`src/rtl/fifo_ctrl_if.sv`:
```
// Handshake and storage-control bundle between the FIFO pointer controller and its users.
// The master side raises push/pop requests; the slave side (fifo_ctrl) drives the strobe, addresses and flags.
interface fifo_ctrl_if #(parameter int AW = 2);
    logic          wr_req;
    logic          rd_req;
    logic          mem_we;
    logic [AW-1:0] wr_addr;
    logic [AW-1:0] rd_addr;
    logic          full;
    logic          empty;
    logic [AW:0]   count;
    logic          overflow;
    logic          underflow;

    modport master (
        output wr_req, rd_req,
        input  mem_we, wr_addr, rd_addr, full, empty, count, overflow, underflow
    );

    modport slave (
        input  wr_req, rd_req,
        output mem_we, wr_addr, rd_addr, full, empty, count, overflow, underflow
    );
endinterface

```
`src/rtl/fifo_ctrl.sv`:
```
// Read/write pointer and flag controller for a 2^AW-entry register-file FIFO.
// Pointers carry an extra wrap bit so full and empty are told apart by one address compare.
module fifo_ctrl #(
    parameter int AW = 2
) (
    input  logic        clk,
    input  logic        rst,
    fifo_ctrl_if.slave  bus
);

    localparam logic [AW:0] PTR_ONE = {{AW{1'b0}}, 1'b1};

    logic [AW:0] wr_ptr;
    logic [AW:0] rd_ptr;
    logic [AW:0] count_q;

    logic addr_eq;
    logic wrap_eq;
    logic full_c;
    logic empty_c;
    logic do_wr;
    logic do_rd;

    // Per-bit XNOR reduced by AND, matching the buffer's own equality structure.
    always_comb begin
        addr_eq = &(~(wr_ptr[AW-1:0] ^ rd_ptr[AW-1:0]));
        wrap_eq = ~(wr_ptr[AW] ^ rd_ptr[AW]);
        empty_c = addr_eq & wrap_eq;
        full_c  = addr_eq & ~wrap_eq;
        // A push into a full FIFO is allowed when the head leaves in the same cycle.
        do_wr   = bus.wr_req & (~full_c | bus.rd_req);
        do_rd   = bus.rd_req & ~empty_c;
    end

    always_ff @(posedge clk) begin
        if (rst) begin
            wr_ptr  <= '0;
            rd_ptr  <= '0;
            count_q <= '0;
        end else begin
            wr_ptr <= wr_ptr + (do_wr ? PTR_ONE : '0);
            rd_ptr <= rd_ptr + (do_rd ? PTR_ONE : '0);
            unique case ({do_wr, do_rd})
                2'b10:   count_q <= count_q + PTR_ONE;
                2'b01:   count_q <= count_q - PTR_ONE;
                default: count_q <= count_q;
            endcase
        end
    end

    assign bus.mem_we    = do_wr;
    assign bus.wr_addr   = wr_ptr[AW-1:0];
    assign bus.rd_addr   = rd_ptr[AW-1:0];
    assign bus.full      = full_c;
    assign bus.empty     = empty_c;
    assign bus.count     = count_q;
    assign bus.overflow  = bus.wr_req & full_c & ~bus.rd_req;
    assign bus.underflow = bus.rd_req & empty_c;

endmodule

```
`src/flat_wrapper.sv`:
```
// flat-port wrapper written by rule: the top's interface ports become plain ports
module fifo_ctrl_flat 
#(
    parameter int AW = 2
)
  (clk, rst, bus_wr_req, bus_rd_req, bus_mem_we, bus_wr_addr, bus_rd_addr, bus_full, bus_empty, bus_count, bus_overflow, bus_underflow);
  fifo_ctrl_if #(.AW(AW)) bus_i ();
  input  logic clk;
  input  logic rst;
  input wire logic [$bits(bus_i.wr_req)-1:0] bus_wr_req;
  input wire logic [$bits(bus_i.rd_req)-1:0] bus_rd_req;
  output wire logic [$bits(bus_i.mem_we)-1:0] bus_mem_we;
  output wire logic [$bits(bus_i.wr_addr)-1:0] bus_wr_addr;
  output wire logic [$bits(bus_i.rd_addr)-1:0] bus_rd_addr;
  output wire logic [$bits(bus_i.full)-1:0] bus_full;
  output wire logic [$bits(bus_i.empty)-1:0] bus_empty;
  output wire logic [$bits(bus_i.count)-1:0] bus_count;
  output wire logic [$bits(bus_i.overflow)-1:0] bus_overflow;
  output wire logic [$bits(bus_i.underflow)-1:0] bus_underflow;
  assign bus_i.wr_req = bus_wr_req;
  assign bus_i.rd_req = bus_rd_req;
  assign bus_mem_we = bus_i.mem_we;
  assign bus_wr_addr = bus_i.wr_addr;
  assign bus_rd_addr = bus_i.rd_addr;
  assign bus_full = bus_i.full;
  assign bus_empty = bus_i.empty;
  assign bus_count = bus_i.count;
  assign bus_overflow = bus_i.overflow;
  assign bus_underflow = bus_i.underflow;
  fifo_ctrl #(.AW(AW)) u_core (.clk(clk), .rst(rst), .bus(bus_i));
endmodule
```
`config.mk`:
```
export PLATFORM = sky130hd
export DESIGN_NAME = fifo_ctrl_flat
export DESIGN_NICKNAME = d
export VERILOG_FILES = /design/src/rtl/fifo_ctrl_if.sv /design/src/rtl/fifo_ctrl.sv /design/src/flat_wrapper.sv
export SDC_FILE = /design/constraint.sdc
export NUM_CORES = 1
export LEC_CHECK = 0
export BUFFER_PORTS_ARGS = -buffer_cell sky130_fd_sc_hd__buf_2
export CORE_ASPECT_RATIO = 0.8
export CORE_UTILIZATION = 30
export DETAILED_ROUTE_END_ITERATION = 8
export RECOVER_POWER = 50
export SYNTH_ARGS = -nofsm -noshare
export SYNTH_HDL_FRONTEND = slang
export SYNTH_SLANG_ARGS = --single-unit
```
`constraint.sdc`:
```
create_clock -name clk -period 2 [get_ports clk]
set_clock_uncertainty 0.05 [all_clocks]
set_input_delay 0.4 -clock clk [delete_from_list [all_inputs] [get_ports clk]]
set_output_delay 0.4 -clock clk [all_outputs]
set_load 0.05 [all_outputs]
```
==> qor.csv <==
metric,value,unit
hpwlAfterDp,806,um
cts.sinks,9,
cp_max_fo,2,
max_clock_freq,465,MHz
core-area,1470,um^2
finalNetCount,89,
drc,0,
post-route-period-util,1.08,
synth_top_area_share,0.359,
clkSlewWorstSetupHoldPaths,0.06,ns
clkLatencyLatePin,0.25,ns
min-delay-start,rst,
critical_path.endpoint_type,flop,
yosysSeqAreaShare,0.359,
max-slew-margin-rel,0.599,
regToRegStartpoint,u_core.rd_ptr[0],
syn_inst,51,
post_route_utilization,0.537,
io_pins,16,
worst_endpoint_required_time,2.14,ns
wire_per_inst,11.3,um
post_route_cells_drive_above_1_share,0.551,
initial_core_util,0.341,
final.fill_count,156,
route.antenna.remaining_nets,0,
outcome,finished with violations,
tritoncts.num_buffers,3,
grt_start_max_net_pins,10,
setup-violations-final,2,
crit-reg2reg-capture,u_core.bus.count[2],
synth_warnings,0,
viasPerCell,4.20,
final_max_slew_viol_count,0,
worst_setup_slack_after_layout,-0.150,ns
synth.top_cells.by_area,"dfxtp_1 36%, ha_1 12%, xnor2_1 7.0%",
startpoint_type,flop,
ys_types,20,
synth_largest_area_cell,dfxtp_1,
first_iter_violations,6,
crit_slowest_cell,dfxtp_2,
via_count_of_the_first_global_routing_pass,414,
syn_nets,61,
power.static_leakage,0.351,nW
grt_first_pass_wirelength,1660,um
powerDensity,1110,nW/um^2
synth_register_bits,9,
via_count,416,
die_width,47.7,um
worst_hold_path_type,primary input to flop,
failed_checks,setup timing,
setup.worst_path.start,u_core.rd_ptr[0],
setup_repair_after_global_routing_missed_its_margin,yes,
finalHoldWorstSlack,0.379,ns
die_y,38.6,um
total_count_of_hold_check_failures_in_the_final_report,0,
worstSetupEndpoint,u_core.bus.count[2],
timing_worst_slew_pin_value,0.604,ns
worstPathCellList,xnor2_2 -> nand2_2 -> o31ai_4 -> ha_2 -> inv_2 -> fa_2 -> xor2_1 -> or3_1 -> a21oi_1,
gp_congestion,0.676,
postSynthAreaPerCell,9.84,um^2
period_needed,2.15,ns
finalWirelength,1120,um
cp_slowest_stage_delay,0.33,ns
worst-setup-path-type,flop to flop,
netlist_area,502,um^2
rows,12,
worst_ep_arrival_time,2.29,ns
area.growth.synth_to_final,57.6,%
place.port_buffers,15,
diodes,0,
track_usage,0.143,
cts_buffer_depth,2,
tritoncts,built,
grt-ovfl-total,0,
clk_root_buffer_cell,clkbuf_4,
first_pass_iters,3,
antenna_found_initial,0,
clock_tree.htree_level_count,1,
timing.max_cap.violations,0,
vdd_ir_drop_max,515,uV
die_area,1840,um^2
worstRegToRegCells,9,
r2r_slack,-0.15,ns
==> flip-flops by register name, indices dropped and copies added, names as in the netlist <==
register          count
u_core.bus.count      3
u_core.wr_ptr         3
u_core.rd_ptr         3
==> layout by cell type, fill, tap and decap left out, drive strengths merged <==
cell type / instances
buf: 22
clkbuf: 10
dfxtp: 9
nor2: 6
nor2b: 5
ha: 5
xnor2: 5
inv: 3
a21oi: 2
xor2: 2
nand2: 1
o31a: 1
and3: 1
o31ai: 1
nor4b: 1
and2: 1
o21ai: 1
or3: 1
fa: 1
==> repair_timing <==
action,4_1_cts,5_1_grt
resized for setup,2,14
setup endpoints to repair,3,5
hold buffers,0,0
pin swaps,3,4
setup buffers,0,1
endpoints found under the hold margin,0,0
==> layer usage <==
layer | wire length, um | track usage | share of wire
met5 | 0 | 0 | 0
met4 | 19 | 0.125 | 0.017
met3 | 44 | 0.0280 | 0.039
met2 | 585 | 0.226 | 0.52
met1 | 469 | 0.159 | 0.42
==> worst max-delay path, delay by kind of cell, from the launching register on <==
kind,cells,cell delay [ns]
DFF,1,0.33
adders and majority gates,2,0.56
AOI/OAI and AO/OA,2,0.36
and+or+nand+nor,2,0.41
buffers and inverters,1,0.04
xor gates and xnor gates,2,0.34
==> how the worst min path moves through the flow <==
| stage | to | slack, ns | depth (start not counted) |
|---|---|---|---|
| after detailed placement | u_core.bus.count[2] | 0.44 | 2 |
| after global placement | u_core.bus.count[2] | 0.42 | 2 |
| after global routing | u_core.rd_ptr[0] | 0.38 | 2 |
| after floorplan | u_core.wr_ptr[2] | 0.48 | 2 |
| after CTS | u_core.wr_ptr[1] | 0.37 | 2 |
| final | u_core.rd_ptr[1] | 0.38 | 2 |
==> area by class of cell <==
cell class / instances / area (um^2) / area share
multi-input cells: 34 / 349 / 0.441
repair buffers: 28 / 191 / 0.242
flip-flops and latches: 9 / 186 / 0.236
clock buffers: 4 / 26.3 / 0.0332
well taps: 21 / 26.3 / 0.0332
inverters: 3 / 11.3 / 0.0142
==> report_power, final <==
group          internal, W  switching, W  total (W)
registers         0.000214     0.0000265   0.000241
logic             0.000190      0.000311   0.000501
clock network    0.0000766     0.0000591   0.000136
==> Yosys cell counts <==
library cell / instances
a21oi_1: 2
and2_4: 1
and3_4: 1
buf_4: 4
clkbuf_1: 1
dfxtp_1: 9
fa_1: 1
ha_1: 5
inv_1: 3
nand2_1: 1
nor2_1: 6
nor2b_1: 5
nor4b_1: 1
o21ai_0: 1
o31a_2: 1
o31ai_1: 1
or3_1: 1
xnor2_1: 4
xnor2_2: 1
xor2_1: 2
==> kinds of logic (layout without fill, tap and decap cells) <==
logic type                 count (synthesis)  after routing  synth area share
adders and majority gates                  6              6             0.165
xor gates and xnor gates                   7              7             0.137
buffers and inverters                      8             35            0.0898
AOI/OAI and AO/OA                          5              5            0.0648
and+or+nand+nor                           16             16             0.185
DFF                                        9              9             0.359
==> through the flow <==
| step | cells | total power [W] | setup TNS, ns | setup slack [ns] | cell area (um^2) |
|---|---|---|---|---|---|
| final | 99 | 0.000877 | -0.150 | -0.150 | 791 |
| after floorplan | 51 | 0.000594 | -0.0899 | -0.0848 | 538 |
| after global placement | 94 | 0.000705 | -0.113 | -0.113 | 696 |
| after global routing | 99 | 0.000947 | -0.462 | -0.261 | 791 |
| after detailed placement | 94 | 0.000714 | -0.250 | -0.205 | 696 |
| after CTS | 98 | 0.000862 | -0.151 | -0.151 | 729 |
(Power assumes the default switching activity.)
